<file path="config.mk">
export PLATFORM = sky130hd
export DESIGN_NAME = bp_cce_pending_bits
export DESIGN_NICKNAME = d
export VERILOG_FILES = /design/src/rtl/bp_cce_pending_bits.sv
export SDC_FILE = /design/constraint.sdc
export NUM_CORES = 1
export LEC_CHECK = 0
export BUFFER_PORTS_ARGS = -buffer_cell sky130_fd_sc_hd__buf_2
export CELL_PAD_IN_SITES_DETAIL_PLACEMENT = 2
export CELL_PAD_IN_SITES_GLOBAL_PLACEMENT = 2
export CORE_MARGIN = 8
export CORE_UTILIZATION = 43
export DETAILED_ROUTE_END_ITERATION = 12
export GPL_TIMING_DRIVEN = 0
export PLACE_DENSITY_LB_ADDON = 0.1
export SLEW_MARGIN = 40
export SYNTH_ARGS = -nofsm -noshare
export SYNTH_HDL_FRONTEND = slang
export SYNTH_SLANG_ARGS = --single-unit
</file>
<file path="constraint.sdc">
create_clock -name clk_i -period 18.5 [get_ports clk_i]
set_input_delay 1.85 -clock clk_i [delete_from_list [all_inputs] [get_ports clk_i]]
set_output_delay 1.85 -clock clk_i [all_outputs]
set_load 0.02 [all_outputs]
</file>
<file path="src/rtl/bp_cce_pending_bits.sv">
// bp_cce_pending_bits
//   Per-way-group saturating pending counters for the CCE. After reset an
//   init sweep zeroes every entry; traffic is accepted only once it is done.
//
// Ports:
//   clk_i, reset_i      clock, synchronous active-high reset
//   busy_o              high while in reset or during the init sweep
//   w_v_i, w_addr_i,    pending write: increment (pending_i=1) or
//   w_addr_bypass_i,    decrement (pending_i=0) the addressed entry, or
//   pending_i, clear_i  force it to zero (clear_i=1)
//   r_v_i, r_addr_i,    pending read request
//   r_addr_bypass_i
//   pending_v_o         read result valid, one cycle after an accepted read
//   pending_o, count_o  registered read result (count != 0, count)
//   error_o             sticky overflow/underflow flag

module bp_cce_pending_bits #(
    parameter int unsigned paddr_width_p       = 40,
    parameter int unsigned num_way_groups_p    = 64,
    parameter int unsigned block_offset_bits_p = 6,
    parameter int unsigned cnt_width_p         = 3
) (
    input  logic                     clk_i,
    input  logic                     reset_i,
    output logic                     busy_o,

    input  logic                     w_v_i,
    input  logic [paddr_width_p-1:0] w_addr_i,
    input  logic                     w_addr_bypass_i,
    input  logic                     pending_i,
    input  logic                     clear_i,

    input  logic                     r_v_i,
    input  logic [paddr_width_p-1:0] r_addr_i,
    input  logic                     r_addr_bypass_i,

    output logic                     pending_v_o,
    output logic                     pending_o,
    output logic [cnt_width_p-1:0]   count_o,
    output logic                     error_o
);

    localparam int unsigned idx_w = $clog2(num_way_groups_p);
    localparam logic [idx_w-1:0]       last_idx = idx_w'(num_way_groups_p - 1);
    localparam logic [cnt_width_p-1:0] cnt_max  = '1;
    localparam logic [cnt_width_p-1:0] cnt_one  = cnt_width_p'(1);

    typedef enum logic [1:0] {
        e_reset,
        e_clear,
        e_ready
    } state_e;

    state_e state, state_n;

    logic [idx_w-1:0]       sweep_idx;
    logic [cnt_width_p-1:0] mem [num_way_groups_p];

    logic                   ready;
    logic                   sweep_we;
    logic [idx_w-1:0]       w_idx, r_idx;
    logic [cnt_width_p-1:0] w_cur, w_new, rd_val;
    logic                   w_err;
    logic                   w_fire, r_fire;

    // Address bits outside the selected index are intentionally ignored.
    logic unused_addr_bits;
    assign unused_addr_bits = ^{w_addr_i, r_addr_i};

    // State register
    always_ff @(posedge clk_i) begin
        if (reset_i) state <= e_reset;
        else         state <= state_n;
    end

    // Next-state logic
    always_comb begin
        state_n = state;
        unique case (state)
            e_reset: state_n = e_clear;
            e_clear: state_n = (sweep_idx == last_idx) ? e_ready : e_clear;
            e_ready: state_n = e_ready;
            default: state_n = e_reset;
        endcase
    end

    // State-decoded outputs
    always_comb begin
        busy_o   = (state != e_ready);
        ready    = (state == e_ready);
        sweep_we = (state == e_clear);
    end

    always_ff @(posedge clk_i) begin
        if (reset_i)       sweep_idx <= '0;
        else if (sweep_we) sweep_idx <= sweep_idx + idx_w'(1);
    end

    // Index select, shared rule for both ports
    always_comb begin
        w_idx = w_addr_bypass_i ? w_addr_i[idx_w-1:0]
                                : w_addr_i[block_offset_bits_p +: idx_w];
        r_idx = r_addr_bypass_i ? r_addr_i[idx_w-1:0]
                                : r_addr_i[block_offset_bits_p +: idx_w];
    end

    assign w_fire = ready & w_v_i & ~reset_i;
    assign r_fire = ready & r_v_i & ~reset_i;

    // Saturating update: hold at the limit and flag the attempt
    always_comb begin
        w_cur = mem[w_idx];
        w_new = w_cur;
        w_err = 1'b0;
        if (clear_i) begin
            w_new = '0;
        end else if (pending_i) begin
            if (w_cur == cnt_max) w_err = 1'b1;
            else                  w_new = w_cur + cnt_one;
        end else begin
            if (w_cur == '0) w_err = 1'b1;
            else             w_new = w_cur - cnt_one;
        end
    end

    // Write-first: a same-cycle write to the read index is forwarded
    always_comb begin
        rd_val = mem[r_idx];
        if (w_fire && (w_idx == r_idx)) rd_val = w_new;
    end

    // Counter storage: no reset, the init sweep zeroes it
    always_ff @(posedge clk_i) begin
        if (!reset_i) begin
            if (sweep_we)    mem[sweep_idx] <= '0;
            else if (w_fire) mem[w_idx]     <= w_new;
        end
    end

    always_ff @(posedge clk_i) begin
        if (reset_i) begin
            pending_v_o <= 1'b0;
            pending_o   <= 1'b0;
            count_o     <= '0;
            error_o     <= 1'b0;
        end else begin
            pending_v_o <= r_fire;
            if (r_fire) begin
                count_o   <= rd_val;
                pending_o <= (rd_val != '0);
            end
            if (w_fire && w_err) error_o <= 1'b1;
        end
    end

endmodule

</file>
==> flow_summary_export.csv, run 1 <==
group,metric,value,unit
setup_path,worst-path-buf-inv,6,
clocking,clk_pin_slew,60,ps
yosys,synth-warning-count,0,
route,ant_nets,0,
setup_path,crit_family,"buffers and inverters",
die,die_y,178,um
worst_hold_path,hold_class,"reg -> reg",
yosys,yosys.area_share.xor_xnor,0.776,%
clocking,ctsHoldBuffers,0,
power,vdd_drop_max,0.0000811,V
status,status,"finished, final reports clean",
timing,tns,0,ps
setup_path,crit_slowest_cell,"mux2i_1",
route,routed_wl,53100,um
clocking,h-tree-depth,1,
setup_path,criticalPathCategory,"in -> reg",
yosys,netlist_area,11300,um^2
global_route,grt_remaining_overflow,0,
power,leakagePower,4.30,nW
yosys,synth-simple-area-share,16.8,%
clocking,post_cts_buffers,0,
setup_path,r2r_cells,15,
cells_and_area,num-nets-final,1189,
setup_path,worstPathArrival,6980,ps
timing,rsz0062_at_grt,"false",
timing,clock-skew-final,20.6,ps
yosys,synth_edf_count,192,
yosys,syn_nets,1117,
setup_path,cp_cell_sequence,"buf_6 > mux2i_1 > buf_2 > buf_2 > mux4_2 > a22oi_1 > nand4_1 > nand4_1 > ha_1 > ha_1 > nor3b_1 > a21oi_1 > nand3_1 > nor3_2 > buf_4 > buf_2 > buf_2",
yosys,synth_cell_types,59,
yosys,avgSynthCellArea,11.0,um^2
yosys,yosys.area_share.adder,0.555,%
route,wl_per_cell,36.6,um
global_route,grt_start_max_net_pins,39,
route,wl_met3,5530,um
power,powerDensity,93.9,nW/um^2
yosys,async_flop_share,0,%
global_route,grt_usage,33.6,%
timing,worst_pin_slew,1020,ps
clocking,insertion_delay,540,ps
cells_and_area,multi_input_area,4930,um^2
clocking,clockRootBuffer,"clkbuf_16",
yosys,synthFlopType,"edfxtp_1",
die,core_area,25900,um^2
setup_path,required,18850,ps
route,firstDrtPassIters,5,
setup_path,cp_num_cells,17,
yosys,synth_compound_area_share,14.1,%
cells_and_area,post_layout_nonfiller_instances,1450,
clocking,clk_path_buf_depth,3,
global_route,antenna_found_initial,0,
cells_and_area,area_delta_synth_final,14.3,%
timing,period_share,35.8,%
yosys,yosys_register_bits,206,
route,vias_per_cell,6.91,
clocking,post_cts_resized,0,
setup_path,cpMostUsedCell,"buf_2",
placed_design,io_buffers,36,
route,topRoutingLayerUsed,"met4",
setup_path,end_kind,"register",
power,power.total,1.21,mW
die,die_w,178,um
die,start_util,43.5,%
placed_design,gp_congestion,0.989,
timing,period_needed,6630,ps
route,drt_iter0_drc,1184,
setup_path,startpoint_type,"primary input",
route,wl_met2,23400,um
setup_path,crit_path_max_fanout,11,
route,drcViolationCount,0,
flow_run,maxCapViolations,0,
setup_path,critPathMaxStageDelay,730,ps
clocking,cts_buffers,24,
timing,fmax,0.151,GHz
clocking,cts_sinks,206,
global_route,grt_first_pass_wirelength,75700,um
timing,slew_violations,0,
placed_design,place_inst,1405,
route,dr_total_vias,10013,
yosys,yosysSeqAreaShare,53.6,%
cells_and_area,ff_latch_area,6050,um^2
yosys,synthMuxAreaShare,11.1,%
clocking,cts_tree,"yes",
cells_and_area,drive_above_1_share,15.3,%
placed_design,post-dp-hpwl,36900,um
yosys,netlist_instances,1024,
yosys,synth_top_family_by_area,"simple AND/OR/NAND/NOR gates",
die,io_pins,95,
die,rows,59,
die,die-area,31700,um^2
route,drt-met1-wl,19800,um
cells_and_area,nFillCells,2634,
timing,setup_viol,0,
timing,hold_viol,0,
worst_hold_path,min_path_cells,1,
global_route,first_global_vias,10780,
timing,slew_headroom,31.7,%
[placed cells by master (no fill, tap or decap), types with 6 or more instances in the layout]
cell	count
a211oi_1	25
a21oi_1	30
a22o_1	7
a22oi_1	33
a311oi_1	21
a31oi_1	12
and2_1	24
buf_1	8
buf_2	58
buf_4	8
bufinv_16	6
clkbuf_1	29
clkbuf_16	25
dfxtp_1	14
edfxtp_1	192
inv_1	18
mux2_2	15
mux2i_1	38
mux4_2	29
nand2_1	159
nand2b_1	55
nand3_1	28
nand4_1	8
nor2_1	94
nor2b_1	7
nor3_1	20
o211ai_1	11
o21ai_0	34
o22ai_1	18
xnor2_1	6
[final timing paths]
kind | from | end | slack, ps
worst max-delay path | w_addr_bypass_i | mem[7][1]$_DFFE_PP_ | 11870
worst min-delay path | state[1]$_SDFF_PP0_ | state[0]$_SDFF_PP0_ | 440
worst max register to register | mem[36][0]$_DFFE_PP_ | mem[7][1]$_DFFE_PP_ | 14150
worst min register to register | state[1]$_SDFF_PP0_ | state[0]$_SDFF_PP0_ | 440
[flip-flops by register name, summed over array words and instances, names as in the netlist]
| signal | flops |
|---|---|
| count_o | 3 |
| error_o | 1 |
| sweep_idx | 6 |
| pending_o | 1 |
| pending_v_o | 1 |
| mem | 192 |
| state | 2 |
[stage by stage]
| stage | cell area, um^2 | setup slack (ps) | hold slack, ps | util [%] |
|---|---|---|---|---|
| 3_5_place_dp | 12000 | 11320 | 436 | 46.4 |
| 6_report | 12900 | 11870 | 444 | 49.8 |
| 4_1_cts | 12900 | 11830 | 448 | 49.7 |
| 5_1_grt | 12900 | 11650 | 488 | 49.8 |
| 2_1_floorplan | 11300 | 10760 | 405 | - |
| 3_3_place_gp | 11900 | 6250 | 428 | 45.8 |
[cells in the mapped netlist, types with 21 or more instances]
cell type / instances / share of area (%)
edfxtp_1: 192 / 51
nand2_1: 159 / 5.3
nor2_1: 95 / 3.2
nand2b_1: 55 / 3.1
mux2i_1: 40 / 3.5
o21ai_0: 34 / 1.5
a22oi_1: 33 / 2.2
a21oi_1: 30 / 1.3
mux4_2: 29 / 5.8
clkbuf_1: 28 / 0.93
nand3_1: 28 / 1.2
a211oi_1: 25 / 1.7
and2_1: 25 / 1.4
a311oi_1: 21 / 1.6
nor3_1: 21 / 0.93
[final cells by class]
type / instances / share of cell area, %
Antenna cell: 1 / 0.0194
Buffer: 61 / 2.21
Clock buffer: 30 / 5.00
Clock inverter: 14 / 1.74
Inverter: 18 / 0.524
Multi-Input combinational cell: 739 / 38.3
Sequential cell: 206 / 46.9
Tap cell: 335 / 3.25
Timing Repair Buffer: 46 / 2.12
[logic make-up after synthesis]
logic type / after synthesis
AO/OA/AOI/OAI: 225
buffers and inverters: 79
flip-flops: 206
adder cells (fa/ha/maj): 5
multiplexers: 86
AND/OR/NAND/NOR: 413
XOR/XNOR: 10
[power breakdown]
group | internal, mW | total, mW | switching [mW]
clock network | 0.330 | 0.535 | 0.205
logic | 0.0507 | 0.172 | 0.121
registers | 0.503 | 0.504 | 0.00169
[routing by layer]
layer  track usage, %  vias up
met3             7.75      229
li1                 -     4024
met5                0        -
met4             22.5        0
met1             41.3     5068
met2             52.1      692
Note: power is estimated with default switching activity, not from simulation.
==> run 2: changes to the inputs <==
--- a/config.mk
+++ b/config.mk
@@ -9,7 +9,7 @@
 export CELL_PAD_IN_SITES_DETAIL_PLACEMENT = 2
 export CELL_PAD_IN_SITES_GLOBAL_PLACEMENT = 2
 export CORE_MARGIN = 8
-export CORE_UTILIZATION = 43
+export CORE_UTILIZATION = 40
 export DETAILED_ROUTE_END_ITERATION = 12
 export GPL_TIMING_DRIVEN = 0
 export PLACE_DENSITY_LB_ADDON = 0.1
==> constraint.sdc (replaced) <==
create_clock -name clk_i -period 6.95 [get_ports clk_i]
set_input_delay 0.695 -clock clk_i [delete_from_list [all_inputs] [get_ports clk_i]]
set_output_delay 0.695 -clock clk_i [all_outputs]
set_load 0.02 [all_outputs]
==> run 2 against run 1 <==
  * Core utilization down 3.3 points
  * Critical path depth unchanged
  * Clock-buffer cell count down 5
  * Register-to-register slack worse by 12000 ps
  * Global-route usage down 2.8 points
  * Die area up 6.8%
  * Wire length down 1.3%
  * Via count down 1.9%
  * Sequential cell count unchanged
==> flow_summary_export.csv, run 2 (synthesis gave the netlist of run 1 again) <==
group,metric,value,unit
power,leakagePower,4.46,nW
global_route,grt_usage,30.8,%
die,die_w,184,um
setup_path,startpoint_type,"primary input",
route,firstDrtPassIters,5,
route,drcViolationCount,0,
setup_path,worstReg2RegStart,"mem[37][0]$_DFFE_PP_",
die,die_y,184,um
clocking,cts_buffers,24,
setup_path,critPathMaxStageDelay,730,ps
clocking,clk_path_buf_depth,3,
route,drt_iter0_drc,1118,
global_route,grt_remaining_overflow,0,
timing,period_needed,5700,ps
placed_design,post-place-ws,763,ps
worst_hold_path,hold_class,"in -> reg",
die,die-area,33800,um^2
power,vdd_drop_max,0.000233,V
setup_path,criticalPathCategory,"in -> reg",
setup_path,crit_path_max_fanout,10,
clocking,post_cts_buffers,0,
placed_design,io_buffers,36,
clocking,ctsHoldBuffers,0,
cells_and_area,layout_commonest_cell,"edfxtp_1",
global_route,first_global_vias,10156,
cells_and_area,mostFrequentLayoutCells,"edfxtp_1 (192), nand2_1 (159), nor2_1 (94)",
timing,period_share,82.0,%
cells_and_area,largest_reg_flops,192,
worst_hold_path,hold_path.startpoint,"reset_i",
flow_run,maxCapViolations,0,
power,powerDensity,244,nW/um^2
power,power.total,3.16,mW
clocking,insertion_delay,550,ps
timing,slew_violations,0,
setup_path,crit_slowest_cell,"buf_1",
setup_path,worstPathArrival,6100,ps
cells_and_area,drive_above_1_share,15.9,%
timing,setup_viol,0,
timing,slew_headroom,38.4,%
clocking,h-tree-depth,1,
timing,fmax,0.175,GHz
status,status,"finished, final reports clean",
clocking,clockRootBuffer,"clkbuf_16",
global_route,antenna_found_initial,0,
die,start_util,40.6,%
clocking,post_cts_resized,0,
timing,rsz0062_at_grt,"false",
die,io_pins,95,
route,routed_wl,52400,um
setup_path,required,7350,ps
cells_and_area,num-nets-final,1188,
route,wl_per_cell,35.1,um
global_route,grt_first_pass_wirelength,74200,um
global_route,grt_start_max_net_pins,34,
cells_and_area,area_delta_synth_final,14.5,%
cells_and_area,antennaDiodeCount,0,
placed_design,post-dp-hpwl,38100,um
setup_path,cp-startpoint,"w_addr_bypass_i",
timing,hold_viol,0,
timing,clock-skew-final,14.6,ps
die,rows,61,
cells_and_area,top_regs,"mem x192, sweep_idx x6, count_o x3",
setup_path,end_kind,"register",
route,vias_per_cell,6.59,
cells_and_area,largest-register,"mem",
clocking,cts_sinks,206,
clocking,cts_tree,"yes",
setup_path,cp_cell_sequence,"buf_6 > mux2i_1 > buf_2 > buf_1 > a31oi_1 > nand4_1 > nand4_1 > ha_1 > ha_1 > nor2b_1 > a21oi_1 > nand3_1 > nor3_2 > buf_2 > buf_2 > buf_2 > buf_4",
timing,worst_pin_slew,924,ps
die,core_area,27800,um^2
placed_design,gp_congestion,0.948,
route,dr_total_vias,9826,
timing,fin_ws,1250,ps
route,ant_nets,0,
clocking,clk_pin_slew,60,ps
setup_path,cpMostUsedCell,"buf_2",
==> run 2: changes by cell type in the layout (fill, tap and decap cells not counted), moves of 2 or more <==
| cell | before | now |
|---|---|---|
| a21oi_1 | 30 | 27 |
| a21oi_2 | 0 | 3 |
| buf_2 | 58 | 61 |
| buf_4 | 8 | 5 |
| clkbuf_1 | 29 | 26 |
| clkbuf_2 | 5 | 3 |
| clkinv_1 | 4 | 1 |
| clkinv_2 | 1 | 7 |
==> run 2: cell type report <==
| cell class | count | area (um^2) |
|---|---|---|
| Inverter | 18 | 67.6 |
| Clock inverter | 18 | 238 |
| Clock buffer | 25 | 604 |
| Tap cell | 378 | 473 |
| Fill cell | 2934 | 14900 |
| Multi-Input combinational cell | 739 | 4950 |
| Buffer | 61 | 284 |
| Sequential cell | 206 | 6050 |
| Timing Repair Buffer | 45 | 260 |
==> run 2: final timing paths <==
path	slack, ps	cells past startpoint	end
hold reg to reg	450	1	state[0]$_SDFF_PP0_
hold / removal	370	2	state[0]$_SDFF_PP0_
setup / recovery	1250	17	mem[12][1]$_DFFE_PP_
setup reg to reg	2350	16	mem[12][1]$_DFFE_PP_
==> run 2: layer usage <==
metal	part of all wire [%]	up-vias	global-route usage, %	wire length [um]
li1	-	4020	-	-
met1	40	5039	40.1	20700
met2	45	588	48.3	23500
met3	9.1	179	5.30	4780
met4	6.3	0	16.9	3320
met5	0	-	0	0
==> run 2: stage by stage <==
| stage | cells | instance area, um^2 | hold slack [ps] | utilization (%) | TNS [ps] |
|---|---|---|---|---|---|
| floorplan | 1024 | 11300 | 405 | - | 0 |
| global placement | 1438 | 11900 | 418 | 43.0 | -267350 |
| detailed placement | 1447 | 12100 | 427 | 43.5 | 0 |
| CTS | 1490 | 12900 | 363 | 46.5 | 0 |
| global route | 1490 | 12900 | 375 | 46.5 | 0 |
| finish | 1490 | 12900 | 369 | 46.5 | 0 |
==> run 2: report_power, final <==
group	internal, mW	switching (mW)	leakage [nW]
logic	0.126	0.301	2.21
clock network	0.822	0.564	0.412
registers	1.34	0.00455	1.83
total	2.29	0.870	4.46
==> run 2: critical path: cells and delay by family <==
kind	cells	cell delay, ps
adders and majority gates	2	510
and+or+nand+nor	5	1280
buffers and inverters	7	2460
AOI/OAI and AO/OA	2	450
muxes	1	650
==> run 3: changes to the inputs <==
==> constraint.sdc (replaced) <==
create_clock -name clk_i -period 5.43 [get_ports clk_i]
set_input_delay 0.543 -clock clk_i [delete_from_list [all_inputs] [get_ports clk_i]]
set_output_delay 0.543 -clock clk_i [all_outputs]
set_load 0.02 [all_outputs]
==> run 3 against run 2 <==
  * Via count is 0.78% higher
  * Global-route usage is 0.061 points lower
  * Clock-buffer cell count is 3 higher
  * First-iteration DRC count is 4.6% lower
  * Largest power group is now sequential cells
==> flow_summary_export.csv, run 3 (synthesis gave the netlist of run 1 again) <==
group,metric,value,unit
power,power.total,3.80,mW
setup_path,criticalPathCategory,"in -> reg",
route,vias_per_cell,6.65,
timing,setup_viol,0,
timing,slew_headroom,37.4,%
die,die_w,184,um
power,powerDensity,297,nW/um^2
setup_path,end_kind,"register",
timing,holdWs,202,ps
clocking,post_cts_resized,0,
die,rows,61,
placed_design,placed_area,12100,um^2
clocking,clk_pin_slew,60,ps
route,ant_nets,0,
route,drcViolationCount,0,
timing,worst_pin_slew,940,ps
cells_and_area,nFillCells,2939,
flow_run,maxCapViolations,0,
clocking,post_cts_buffers,0,
timing,clock-skew-final,16.8,ps
setup_path,timing.rr.end,"mem[2][0]$_DFFE_PP_",
route,firstDrtPassIters,5,
route,drt_iter0_drc,1067,
setup_path,startpoint_type,"primary input",
worst_hold_path,holdPathEnd,"state[0]$_SDFF_PP0_",
cells_and_area,multi_input_area,4950,um^2
cells_and_area,post-route-util,46.2,%
clocking,h-tree-depth,1,
route,routed_wl,52300,um
cells_and_area,mostFrequentLayoutCells,"edfxtp_1 (192), nand2_1 (159), nor2_1 (94)",
cells_and_area,layout_commonest_cell,"edfxtp_1",
die,start_util,40.6,%
setup_path,r2r_slack,1460,ps
cells_and_area,fin_area,12800,um^2
timing,tns,0,ps
cells_and_area,largest_reg_flops,192,
clocking,clockRootBuffer,"clkbuf_16",
power,vdd_drop_max,0.000236,V
placed_design,io_buffers,36,
die,die_y,184,um
timing,slew_violations,0,
cells_and_area,ff_latch_area,6050,um^2
cells_and_area,drive_above_1_share,15.3,%
cells_and_area,num-nets-final,1186,
setup_path,required,5800,ps
global_route,antenna_found_initial,2,
global_route,grt_start_max_net_pins,49,
timing,rsz0062_at_grt,"false",
clocking,ctsHoldBuffers,0,
worst_hold_path,hold_class,"in -> reg",
global_route,grt_first_pass_wirelength,74200,um
clocking,cts_buffers,25,
clocking,clk_path_buf_depth,3,
route,wl_per_cell,35.1,um
die,core_area,27800,um^2
timing,period_needed,4960,ps
power,leakagePower,4.53,nW
global_route,grt_remaining_overflow,0,
setup_path,r2r_cells,12,
clocking,cts_tree,"yes",
die,io_pins,95,
cells_and_area,largest-register,"mem",
route,dr_total_vias,9903,
clocking,insertion_delay,540,ps
placed_design,post-dp-hpwl,37400,um
status,status,"finished, final reports clean",
worst_hold_path,hold_path.startpoint,"reset_i",
global_route,first_global_vias,10333,
setup_path,crit_path_max_fanout,33,
placed_design,gp_congestion,0.934,
clocking,cts_sinks,206,
cells_and_area,antennaDiodeCount,0,
setup_path,worstReg2RegStart,"mem[5][0]$_DFFE_PP_",
cells_and_area,area_delta_synth_final,13.7,%
global_route,grt_usage,30.7,%
worst_hold_path,min_path_cells,2,
die,die-area,33800,um^2
timing,hold_viol,0,
cells_and_area,top_regs,"mem x192, sweep_idx x6, count_o x3",
setup_path,worstPathArrival,5330,ps
timing,fmax,0.202,GHz
timing,period_share,91.3,%
==> run 3: area by class of cell <==
| class | count | share of cell area (%) |
|---|---|---|
| clock inverters | 18 | 0.859 |
| multi-input cells | 739 | 38.6 |
| repair buffers | 42 | 2.01 |
| well taps | 378 | 3.69 |
| inverters | 18 | 0.527 |
| clock buffers | 28 | 4.97 |
| plain buffers | 61 | 2.20 |
| flip-flops and latches | 206 | 47.1 |
==> run 3: critical path, stage by stage <==
cell	delay (ps)
buf_6	150
mux2i_1	620
buf_2	510
buf_1	760
nor3_1	150
a31oi_1	230
nand4_1	250
nand4_1	300
inv_1	70
ha_1	180
inv_1	80
nor3_1	90
a31oi_1	320
xor2_1	280
and3_4	480
buf_12	240
==> run 3: per-layer routing <==
metal | vias to the layer above | GRT usage [%] | share of wire [%]
met3 | 157 | 5.93 | 9.4
met2 | 591 | 48.0 | 44
met4 | 0 | 16.4 | 6.3
li1 | 4013 | - | -
met1 | 5142 | 39.9 | 40
met5 | - | 0 | 0
==> run 3: power by group <==
part / switching (mW) / internal (mW)
clock network: 0.722 / 0.851
registers: 0.00539 / 1.71
logic: 0.368 / 0.145
total: 1.10 / 2.71
==> run 3: worst max-delay path by stage <==
stage	start	to	slack, ps	cells past startpoint
after global routing	w_addr_bypass_i	mem[36][0]$_DFFE_PP_	340	14
final	w_addr_bypass_i	mem[2][0]$_DFFE_PP_	470	16
after CTS	w_addr_bypass_i	mem[36][0]$_DFFE_PP_	560	14
after floorplan	w_addr_bypass_i	mem[0][1]$_DFFE_PP_	240	13
after detailed placement	w_addr_bypass_i	mem[0][0]$_DFFE_PP_	7	14
after global placement	w_addr_bypass_i	mem[4][1]$_DFFE_PP_	-2650	15
==> run 3: metrics by stage <==
step	cells	setup slack, ps
2_1_floorplan	1024	241
3_3_place_gp	1438	-2650
3_5_place_dp	1444	7.12
4_1_cts	1490	559
5_1_grt	1490	339
6_report	1490	472
